File: src/rtl/calc_display_scan_if.sv
// Segment-bus bundle between the calculator core and the display scanner.
// The master side supplies the digit patterns, status and enable; the
// scanner (slave) returns the multiplexed segment bus and anode selects.
interface calc_display_scan_if;
    logic [7:0][6:0] displays;   // active-low segment patterns, displays[k] is digit k
    logic [1:0]      status;     // bit 1 = error, makes the display blink
    logic            enable;     // 0 blanks every digit, scanning continues
    logic [6:0]      seg;        // active-low segment bus
    logic [7:0]      an;         // active-low anode selects

    modport master (
        output displays,
        output status,
        output enable,
        input  seg,
        input  an
    );

    modport slave (
        input  displays,
        input  status,
        input  enable,
        output seg,
        output an
    );
endinterface

File: src/rtl/calc_display_scan.sv
// Time-multiplexed driver for an 8-digit common-anode seven-segment display.
// A full frame of digit patterns and the status word are latched together at
// each frame boundary, so a frame never mixes old and new digits. While the
// latched error bit is set, the display blinks with a half-period of
// BLINK_FRAMES complete scan frames.
module calc_display_scan #(
    parameter int REFRESH_DIV  = 4,   // cycles each digit stays lit, >= 2
    parameter int BLINK_FRAMES = 2    // frames per blink half-period, >= 1
) (
    input  logic              clock,
    input  logic              reset,  // asynchronous, active-low
    calc_display_scan_if.slave bus
);

    localparam int DIV_W = $clog2(REFRESH_DIV);
    localparam int FRM_W = (BLINK_FRAMES > 1) ? $clog2(BLINK_FRAMES) : 1;

    localparam logic [DIV_W-1:0] DIV_LAST = DIV_W'(REFRESH_DIV - 1);
    localparam logic [FRM_W-1:0] FRM_LAST = FRM_W'(BLINK_FRAMES - 1);

    localparam logic [6:0] SEG_BLANK = 7'h7F;
    localparam logic [7:0] AN_OFF    = 8'hFF;

    // Scan counters
    logic [DIV_W-1:0] div_cnt_reg, div_cnt_next;
    logic [2:0]       idx_reg, idx_next;
    logic [FRM_W-1:0] frame_cnt_reg, frame_cnt_next;
    logic             blink_phase_reg, blink_phase_next;

    // Frame buffer and latched status
    logic [7:0][6:0]  shadow_reg;
    logic [1:0]       status_sh_reg;

    // Registered outputs
    logic [6:0]       seg_reg, seg_next;
    logic [7:0]       an_reg, an_next;

    // Decode helpers
    logic             tick;
    logic             frame_end;
    logic             off;
    logic [7:0]       an_dec;

    // Only the error bit of the latched status affects the display.
    logic             unused_status;
    assign unused_status = status_sh_reg[0];

    assign tick      = (div_cnt_reg == DIV_LAST);
    assign frame_end = tick && (idx_reg == 3'd7);
    assign off       = !bus.enable || (status_sh_reg[1] && blink_phase_reg);

    // Active-low one-hot anode decode of the current digit index.
    generate
        for (genvar gi = 0; gi < 8; gi++) begin : g_an_dec
            assign an_dec[gi] = (idx_reg != 3'(gi));
        end
    endgenerate

    // Next-state logic for prescaler, digit index, frame counter and blink phase.
    always_comb begin
        div_cnt_next     = div_cnt_reg + 1'b1;
        idx_next         = idx_reg;
        frame_cnt_next   = frame_cnt_reg;
        blink_phase_next = blink_phase_reg;

        if (tick) begin
            div_cnt_next = '0;
            idx_next     = idx_reg + 3'd1;
        end

        if (frame_end) begin
            if (frame_cnt_reg == FRM_LAST) begin
                frame_cnt_next   = '0;
                blink_phase_next = ~blink_phase_reg;
            end else begin
                frame_cnt_next = frame_cnt_reg + 1'b1;
            end
        end
    end

    // Output selection: the digit shown is the one indexed before this edge,
    // so the anodes follow idx by exactly one clock.
    always_comb begin
        an_next  = AN_OFF;
        seg_next = SEG_BLANK;
        if (!off) begin
            an_next  = an_dec;
            seg_next = shadow_reg[idx_reg];
        end
    end

    // Scan counter state; runs regardless of enable.
    always_ff @(posedge clock or negedge reset) begin
        if (!reset) begin
            div_cnt_reg     <= '0;
            idx_reg         <= '0;
            frame_cnt_reg   <= '0;
            blink_phase_reg <= 1'b0;
        end else begin
            div_cnt_reg     <= div_cnt_next;
            idx_reg         <= idx_next;
            frame_cnt_reg   <= frame_cnt_next;
            blink_phase_reg <= blink_phase_next;
        end
    end

    // Frame-atomic capture of digit patterns and status at the frame boundary.
    always_ff @(posedge clock or negedge reset) begin
        if (!reset) begin
            shadow_reg    <= {8{SEG_BLANK}};
            status_sh_reg <= '0;
        end else if (frame_end) begin
            shadow_reg    <= bus.displays;
            status_sh_reg <= bus.status;
        end
    end

    // Output registers; blank until the first digit is scanned after reset.
    always_ff @(posedge clock or negedge reset) begin
        if (!reset) begin
            an_reg  <= AN_OFF;
            seg_reg <= SEG_BLANK;
        end else begin
            an_reg  <= an_next;
            seg_reg <= seg_next;
        end
    end

    assign bus.seg = seg_reg;
    assign bus.an  = an_reg;

endmodule

File: src/flat_wrapper.sv
// flat-port wrapper written by rule: the top's interface ports become plain ports
module calc_display_scan_flat 
#(
    parameter int REFRESH_DIV  = 4,                                       
    parameter int BLINK_FRAMES = 2                                         
)
  (clock, reset, bus_displays, bus_status, bus_enable, bus_seg, bus_an);
  calc_display_scan_if bus_i ();
  input  logic clock;
  input  logic reset;
  input wire logic [$bits(bus_i.displays)-1:0] bus_displays;
  input wire logic [$bits(bus_i.status)-1:0] bus_status;
  input wire logic [$bits(bus_i.enable)-1:0] bus_enable;
  output wire logic [$bits(bus_i.seg)-1:0] bus_seg;
  output wire logic [$bits(bus_i.an)-1:0] bus_an;
  assign bus_i.displays = bus_displays;
  assign bus_i.status = bus_status;
  assign bus_i.enable = bus_enable;
  assign bus_seg = bus_i.seg;
  assign bus_an = bus_i.an;
  calc_display_scan #(.REFRESH_DIV(REFRESH_DIV), .BLINK_FRAMES(BLINK_FRAMES)) u_core (.clock(clock), .reset(reset), .bus(bus_i));
endmodule
File: config.mk
export PLATFORM = sky130hd
export DESIGN_NAME = calc_display_scan_flat
export DESIGN_NICKNAME = d
export VERILOG_FILES = /design/src/rtl/calc_display_scan_if.sv /design/src/rtl/calc_display_scan.sv /design/src/flat_wrapper.sv
export SDC_FILE = /design/constraint.sdc
export NUM_CORES = 1
export LEC_CHECK = 0
export ABC_CLOCK_PERIOD_IN_PS = 2200
export CAP_MARGIN = 25
export CORE_ASPECT_RATIO = 1.25
export CORE_MARGIN = 2
export CORE_UTILIZATION = 40
export DETAILED_ROUTE_END_ITERATION = 10
export PLACE_DENSITY = 0.66
export SYNTH_ARGS = -nofsm -noshare
export SYNTH_HDL_FRONTEND = slang
export SYNTH_SLANG_ARGS = --single-unit
File: constraint.sdc
create_clock -name clock -period 2.2 [get_ports clock]
set_input_delay 0.44 -clock clock [delete_from_list [all_inputs] [get_ports clock]]
set_output_delay 0.44 -clock clock [all_outputs]
set_load 0.01 [all_outputs]
; ---- Word level (Yosys, flattened, before mapping)
; Index checks and enable logic that the tools add are counted.
[classes]
add_sub_neg = 3
order_cmp = 1
eq_ne = 9
mux = 6
bitwise_logic = 1
n_reduce_logical = 6
[ops]
columns = cell, n
row1 = $bmux W7 S3, 1
row2 = $mux W7, 2
row3 = $ne A3 B3 Y1 const B, 4
row4 = $mux W8, 1
row5 = $ne A3 B2 Y1 const B, 2
row6 = $lt A3 B4 Y1 const B, 1
row7 = $add A3 B1 Y3 const B, 1
row8 = $eq A3 B3 Y1 const B, 1
row9 = $ne A3 B1 Y1 const B, 1
row10 = $reduce_bool A3 Y1, 1
row11 = $add A2 B1 Y2 const B, 1
row12 = $eq A2 B2 Y1 const B, 1
row13 = $logic_and A1 B1 Y1, 2
row14 = $mux W2, 1
row15 = $reduce_and A2 Y1, 1
row16 = $add A1 B1 Y1 const B, 1
row17 = $logic_not A1 Y1, 1
row18 = $logic_or A1 B1 Y1, 1
row19 = $mux W1, 1
row20 = $not A1 Y1, 1
[totals]
ff_bits = 80
output_inout_bits = 15
word_cells = 41

; ---- Longest topological paths before layout
; Gate-level depths: netlist (run 1).
[logic_depth]
ltp_word = 3
depth_mapped = 6

; ---- Worst setup path after synthesis (run 1)
; No wires, ideal clock.
[synth_path]
path_kind = register to register
startpoint = reg u_core.idx_reg[1]
endpoint = reg u_core.status_sh_reg[1]
setup_time_ns = 0.125
arrival_time_ns = 1.634
setup_slack_ns = 0.442
path_stages_with_launch = 7
n_path_buf = 2
synth_period_minus_slack_ns = 1.758
path_cell_list = dfrtp_1 ha_1 ha_1 nand2_1 buf_2 buf_6 mux2_2
[synth_between]
elab_chain_len = 2
[synth_lines]
columns = element, line_no
row1 = from (decl), calc_display_scan.sv:26  ; logic [2:0] idx_reg, idx_next;
row2 = from (signal assigned), calc_display_scan.sv:101  ; idx_reg <= idx_next;
row3 = $eq A3 B3 Y1, calc_display_scan.sv:49  ; assign frame_end = tick && (idx_reg == 3'd7);
row4 = $logic_and A1 B1 Y1, calc_display_scan.sv:49
row5 = to (signal assigned), calc_display_scan.sv:114  ; status_sh_reg <= bus.status;
row6 = to (decl), calc_display_scan.sv:32  ; logic [1:0] status_sh_reg;
; No other way between the ends.
; A chain may end at the register's enable or synchronous reset.

; ---- Final worst setup path (run 1)
[layout_path]
startpoint = reg u_core.seg_reg[4] (netlist: u_core.bus.seg[4])
endpoint = out bus_seg[4]
[layout_lines]
columns = element, line_no
row1 = from (decl), calc_display_scan.sv:35  ; logic [6:0] seg_reg, seg_next;
row2 = from (signal assigned), calc_display_scan.sv:125  ; seg_reg <= seg_next;
row3 = to (decl), flat_wrapper.sv:14  ; output wire logic [$bits(bus_i.seg)-1:0] bus_seg;
; No word-level cell between the ends.

==> flow_metrics.py, run 1 <==
metrics = {
    "run_status": {
        "status": "complete, no violations",
    },
    "power_and_ir_drop": {
        "power.leakage_nw": 1.742,
        "p_seq_share_pct": 53.6,
        "intPower_w": 0.002365,
        "power.density_nw_per_um2": 663.7,
        "p_switching_w": 0.0005989,
        "sw_frac_of_total_pct": 20.21,
        "clockPowerShare_pct": 38.3,
        "peakVddDrop_mv": 0.3164,
        "p_comb_share_pct": 8.2,
    },
    "grt": {
        "grt_pass1_wl_um": 10210,
        "grt_max_degree": 40,
        "antenna_found_initial": 0,
        "grt-ovfl-total": 0,
        "grt_pass1_vias": 2123,
        "grt_util_all_layers_pct": 14.96,
    },
    "setup_path": {
        "worstSetupPathType": "flop to output pin",
        "cpPeakStageDelay_ns": 0.56,
        "cp.buffers_inverters": 1,
        "arrival_ns": 1.43,
        "cp_slowest_cell": "clkdlybuf4s50_1",
        "worst_setup_path_end_kind": "output pin",
        "path_cells": "clkdlybuf4s50_1",
        "cp_top_family": "buffers and inverters",
        "rr_worst_depth": 5,
        "crit_fanout": 1,
        "r2r_end": "u_core.status_sh_reg[1]",
        "required_ns": 1.76,
        "rr_startpoint": "u_core.idx_reg[0]",
        "start_kind": "flop",
        "reg2reg_slack_ns": 0.56,
    },
    "logic_synthesis": {
        "synthTopCellsByArea": "dfstp_2, mux2_2, dfrtp_1",
        "yosysSeqAreaShare_pct": 60.68,
        "synth.distinct_cells": 20,
        "yosysTopAreaCell": "dfstp_2",
        "synthesis.area_um2": 3405,
        "yosysWarnings": 0,
        "synth_top_area_share_pct": 54.80,
        "ys_ff_latch": 79,
        "synth_area_per_cell_um2": 17.11,
        "synthesis.nets": 267,
        "syn_inst": 199,
    },
    "detailed_routing": {
        "drc": 0,
        "wl_per_cell_um": 16.27,
        "via_count": 1902,
        "initialDrtViolationCount": 59,
        "drt-pass1-iter-count": 4,
        "via_per_inst": 4.966,
        "ant_nets": 0,
        "wl_um": 6230,
    },
    "final_layout": {
        "drive_above_1_share_pct": 55.24,
        "multi_input_area_um2": 1246,
        "final_common_cell": "clkdlybuf4s50_1",
        "antenna_cells": 0,
        "fin_cells": 383,
        "layout.nets": 349,
        "final_util_pct": 54.19,
        "syn2layout_area_growth_pct": 31.16,
        "final-seq-area_um2": 2066,
        "largest_reg_flops": 56,
        "nFillCells": 694,
        "layout_common_cells": "clkdlybuf4s50_1, dfstp_2, mux2_2",
    },
    "timing": {
        "fin_setup_tns_ns": 0,
        "tightestPinTransition_ns": 0.4823,
        "final_max_slew_viol_count": 0,
        "period_minus_slack_ns": 1.872,
        "whs_ns": 0.05675,
        "slew_headroom_pct": 67.85,
        "timing.final.ws_setup_ns": 0.3280,
        "fmax_mhz": 534.2,
        "fin_crit_sh_pct": 85.09,
        "rsz0062_at_grt": "no",
        "fin_skew_ns": 0.007055,
        "setup_viol_count_final": 0,
        "finalHoldViolCount": 0,
    },
    "clock_tree": {
        "cts_tree": "done",
        "cts_root_buf": "clkbuf_8",
        "cts_resized": 0,
        "clk_latency_ns": 0.35,
        "cts_sinks": 79,
        "cts_buffers": 9,
        "cts-hold-fix-buffers": 0,
        "clk_path_buf_depth": 2,
        "clkTransAtPathRegs_ns": 0.08,
        "h-tree-depth": 3,
        "cts_setup_buffers": 0,
    },
    "floorplan": {
        "core-area_um2": 8240,
        "die_h_um": 107.1,
        "fp.dieW_um": 86.52,
        "fp.dieArea_um2": 9270,
        "rows": 37,
        "io_pins": 76,
        "start_util_pct": 41.31,
    },
    "job": {
        "drv_cap": 0,
    },
    "hold_path": {
        "hold_path_class": "input port to asynchronous set/reset pin",
    },
    "placed_design": {
        "dp_hpwl_um": 4382,
        "post-place-ws_ns": 0.3845,
        "portBuffers": 74,
        "place_inst": 367,
        "gp_congestion": 0.6965,
    },
}
-- worst max path at each step --
stage	from	end	cells after the start
final	u_core.bus.seg[4]	bus_seg[4]	1
after global routing	u_core.bus.seg[5]	bus_seg[5]	1
after CTS	u_core.bus.seg[4]	bus_seg[4]	1
after detailed placement	bus_enable	u_core.bus.seg[5]	5
after global placement	bus_enable	u_core.bus.seg[6]	5
after floorplan	u_core.idx_reg[1]	u_core.status_sh_reg[1]	6
-- cell type report --
cell class	instances	area share, %
flip-flops and latches	79	46.26
well taps	97	2.718
clock buffers	12	3.026
inverters	3	0.2522
repair buffers	81	18.27
multi-input cells	107	27.91
clock inverters	4	1.569
-- synthesized netlist by cell type --
| master | n |
|---|---|
| dfstp_2 | 71 |
| mux2_2 | 57 |
| nand2_1 | 12 |
| dfrtp_1 | 8 |
| mux4_2 | 8 |
| ha_1 | 7 |
| o22a_1 | 7 |
| buf_2 | 6 |
| mux4_1 | 6 |
| buf_6 | 3 |
| inv_1 | 3 |
| and2_1 | 2 |
| xnor2_1 | 2 |
| a21boi_0 | 1 |
| buf_12 | 1 |
| mux2i_1 | 1 |
| nand3_1 | 1 |
| nor2_1 | 1 |
| o21ai_0 | 1 |
| xor2_1 | 1 |
-- layer usage --
metal	vias to the layer above	global-route usage (%)	part of all wire, %
li1	887	-	-
met1	961	16.72	39
met2	46	25.44	53
met3	8	5.466	6.1
met4	0	6.362	1.8
met5	-	0	0
-- through the flow --
step	power, W	area (µm²)
floorplan	0.001682	3405
global placement	0.001852	4260
detailed placement	0.001858	4260
CTS	0.003014	4466
global route	0.003097	4466
finish	0.002964	4466
-- power groups by stage --
| stage | Sequential (W) | Combinational (W) | Clock, W |
|---|---|---|---|
| finish | 0.00159 | 0.000242 | 0.00113 |
| global route | 0.00160 | 0.000265 | 0.00124 |
| CTS | 0.00159 | 0.000248 | 0.00118 |
| detailed placement | 0.00161 | 0.000248 | 0 |
| global placement | 0.00161 | 0.000244 | 0 |
| floorplan | 0.00160 | 0.0000781 | 0 |
-- logic make-up (layout without fill, tap and decap cells) --
kind of cell / Yosys count / count (layout) / synth area share (%)
AO/OA/AOI/OAI: 9 / 9 / 2.168
AND/OR/NAND/NOR: 16 / 16 / 1.947
buffers and inverters: 13 / 100 / 2.793
adder cells (fa/ha/maj): 7 / 7 / 2.572
flip-flops: 79 / 79 / 60.68
XOR/XNOR: 3 / 3 / 0.7719
multiplexers: 72 / 72 / 29.07
Note: power is estimated with default switching activity, not from simulation.
==> run 2: changes to the inputs <==
- CORE_UTILIZATION: 40 -> 45
- MAX_ROUTING_LAYER: unset -> met4
- PLACE_DENSITY: 0.66 -> 0.73
==> run 2 against run 1 <==
  * Sequential cell count unchanged
  * Sequential power about the same
  * Worst hold slack better by 0.034 ns
  * Setup slack better by 0.021 ns
  * Maximum frequency up 1.2%
  * Design area about the same
  * Routed wire length down 2.6%
  * Total power up 1.1%
  * Clock power about the same
  * Critical endpoint is now bus_seg[5]
  * Highest routed layer unchanged
==> flow_metrics.py, run 2 (synthesis results as in run 1) <==
metrics = {
    "setup_path": {
        "cp_slowest_cell": "clkdlybuf4s50_1",
        "path_cells": "clkdlybuf4s50_1",
        "cp_top_family": "buffers and inverters",
        "cpPeakStageDelay_ns": 0.55,
        "worst_setup_path_end_kind": "output pin",
        "worstSetupPathType": "flop to output pin",
        "crit_fanout": 1,
        "r2r_end": "u_core.status_sh_reg[1]",
        "rr_startpoint": "u_core.idx_reg[0]",
        "start_kind": "flop",
        "rr_worst_depth": 5,
        "arrival_ns": 1.41,
        "cp.buffers_inverters": 1,
        "required_ns": 1.76,
        "reg2reg_slack_ns": 0.52,
    },
    "placed_design": {
        "dp_hpwl_um": 4277,
        "gp_congestion": 0.7194,
        "portBuffers": 74,
    },
    "clock_tree": {
        "cts_setup_buffers": 0,
        "cts_tree": "done",
        "cts_buffers": 9,
        "h-tree-depth": 3,
        "clk_path_buf_depth": 2,
        "clkTransAtPathRegs_ns": 0.07,
        "cts-hold-fix-buffers": 0,
        "clk_latency_ns": 0.34,
        "cts_resized": 0,
        "cts_root_buf": "clkbuf_8",
        "cts_sinks": 79,
    },
    "job": {
        "drv_cap": 0,
    },
    "timing": {
        "setup_viol_count_final": 0,
        "period_minus_slack_ns": 1.851,
        "fin_setup_tns_ns": 0,
        "fin_skew_ns": 0.006234,
        "finalHoldViolCount": 0,
        "fin_crit_sh_pct": 84.12,
        "final_max_slew_viol_count": 0,
        "fmax_mhz": 540.3,
        "tightestPinTransition_ns": 0.5867,
        "rsz0062_at_grt": "no",
        "slew_headroom_pct": 60.88,
    },
    "power_and_ir_drop": {
        "power.leakage_nw": 1.745,
        "power_w": 0.002997,
        "peakVddDrop_mv": 0.3829,
        "power.density_nw_per_um2": 670.9,
    },
    "floorplan": {
        "core-area_um2": 7357,
        "die_h_um": 101.2,
        "fp.dieW_um": 81.80,
        "io_pins": 76,
        "fp.dieArea_um2": 8281,
        "start_util_pct": 46.28,
        "rows": 35,
    },
    "detailed_routing": {
        "initialDrtViolationCount": 121,
        "wl_per_cell_um": 16.14,
        "ant_nets": 0,
        "wl_um": 6070,
        "drc": 0,
        "drt-pass1-iter-count": 4,
        "via_count": 1911,
        "via_per_inst": 5.082,
    },
    "final_layout": {
        "layout_common_cells": "clkdlybuf4s50_1, dfstp_2, mux2_2",
        "largest_reg_flops": 56,
        "layout.nets": 347,
        "final_common_cell": "clkdlybuf4s50_1",
        "antenna_cells": 0,
        "multi_input_area_um2": 1246,
        "final-seq-area_um2": 2066,
        "nFillCells": 583,
        "drive_above_1_share_pct": 55.99,
        "syn2layout_area_growth_pct": 31.20,
        "final_util_pct": 60.71,
    },
    "grt": {
        "antenna_found_initial": 0,
        "grt-ovfl-total": 0,
        "grt_max_degree": 59,
        "grt_util_all_layers_pct": 16.98,
        "grt_pass1_vias": 2077,
        "grt_pass1_wl_um": 9956,
    },
    "hold_path": {
        "hold_path_class": "input port to asynchronous set/reset pin",
    },
    "run_status": {
        "status": "complete, no violations",
    },
}
[run 2: cell types whose count changed in the layout (fill, tap and decap cells not counted), sizes merged]
cell / change
clkinv: -1
clkbuf: +2
buf: -2
bufinv: -1
[run 2: power by group]
group	leakage (nW)	total (W)	internal, W	switching, W
Sequential	0.842	0.00159	0.00156	0.0000265
Clock	0.119	0.00116	0.000678	0.000486
Combinational	0.785	0.000245	0.000168	0.0000765
Total	1.75	0.00300	0.00241	0.000589
[run 2: layout make-up]
type | count | share of cell area [%]
sequential | 79 | 46.25
multi-input combinational | 107 | 27.90
timing repair buffer | 79 | 17.93
clock buffer | 14 | 4.314
tap | 92 | 2.577
clock inverter | 2 | 0.7843
inverter | 3 | 0.2521
[run 2: how the worst max path moves through the flow]
stage,startpoint,endpoint,slack (ns),cells after the start
3_3_place_gp,bus_enable,u_core.bus.seg[2],0.41,5
2_1_floorplan,u_core.idx_reg[1],u_core.status_sh_reg[1],0.44,6
6_report,u_core.bus.seg[5],bus_seg[5],0.35,1
4_1_cts,u_core.bus.seg[5],bus_seg[5],0.32,1
5_1_grt,u_core.bus.seg[1],bus_seg[1],0.30,1
3_5_place_dp,bus_enable,u_core.bus.seg[2],0.37,5
[run 2: layer usage]
layer / vias up / global-route usage [%] / wire, µm
li1: 887 / - / -
met1: 970 / 18.36 / 2299
met2: 47 / 28.52 / 3327
met3: 7 / 5.437 / 350
met4: 0 / 6.923 / 91
met5: - / - / 0
[run 2: per-stage QoR]
| stage | hold slack, ns | setup slack, ns | std cells | cell area [µm²] |
|---|---|---|---|---|
| 6_report | 0.09058 | 0.3493 | 376 | 4467 |
| 5_1_grt | 0.1207 | 0.2966 | 376 | 4467 |
| 4_1_cts | 0.1074 | 0.3222 | 376 | 4467 |
| 3_5_place_dp | 0.4294 | 0.3663 | 360 | 4239 |
| 3_3_place_gp | 0.4130 | 0.4083 | 360 | 4239 |
| 2_1_floorplan | 0.1444 | 0.4417 | 199 | 3405 |
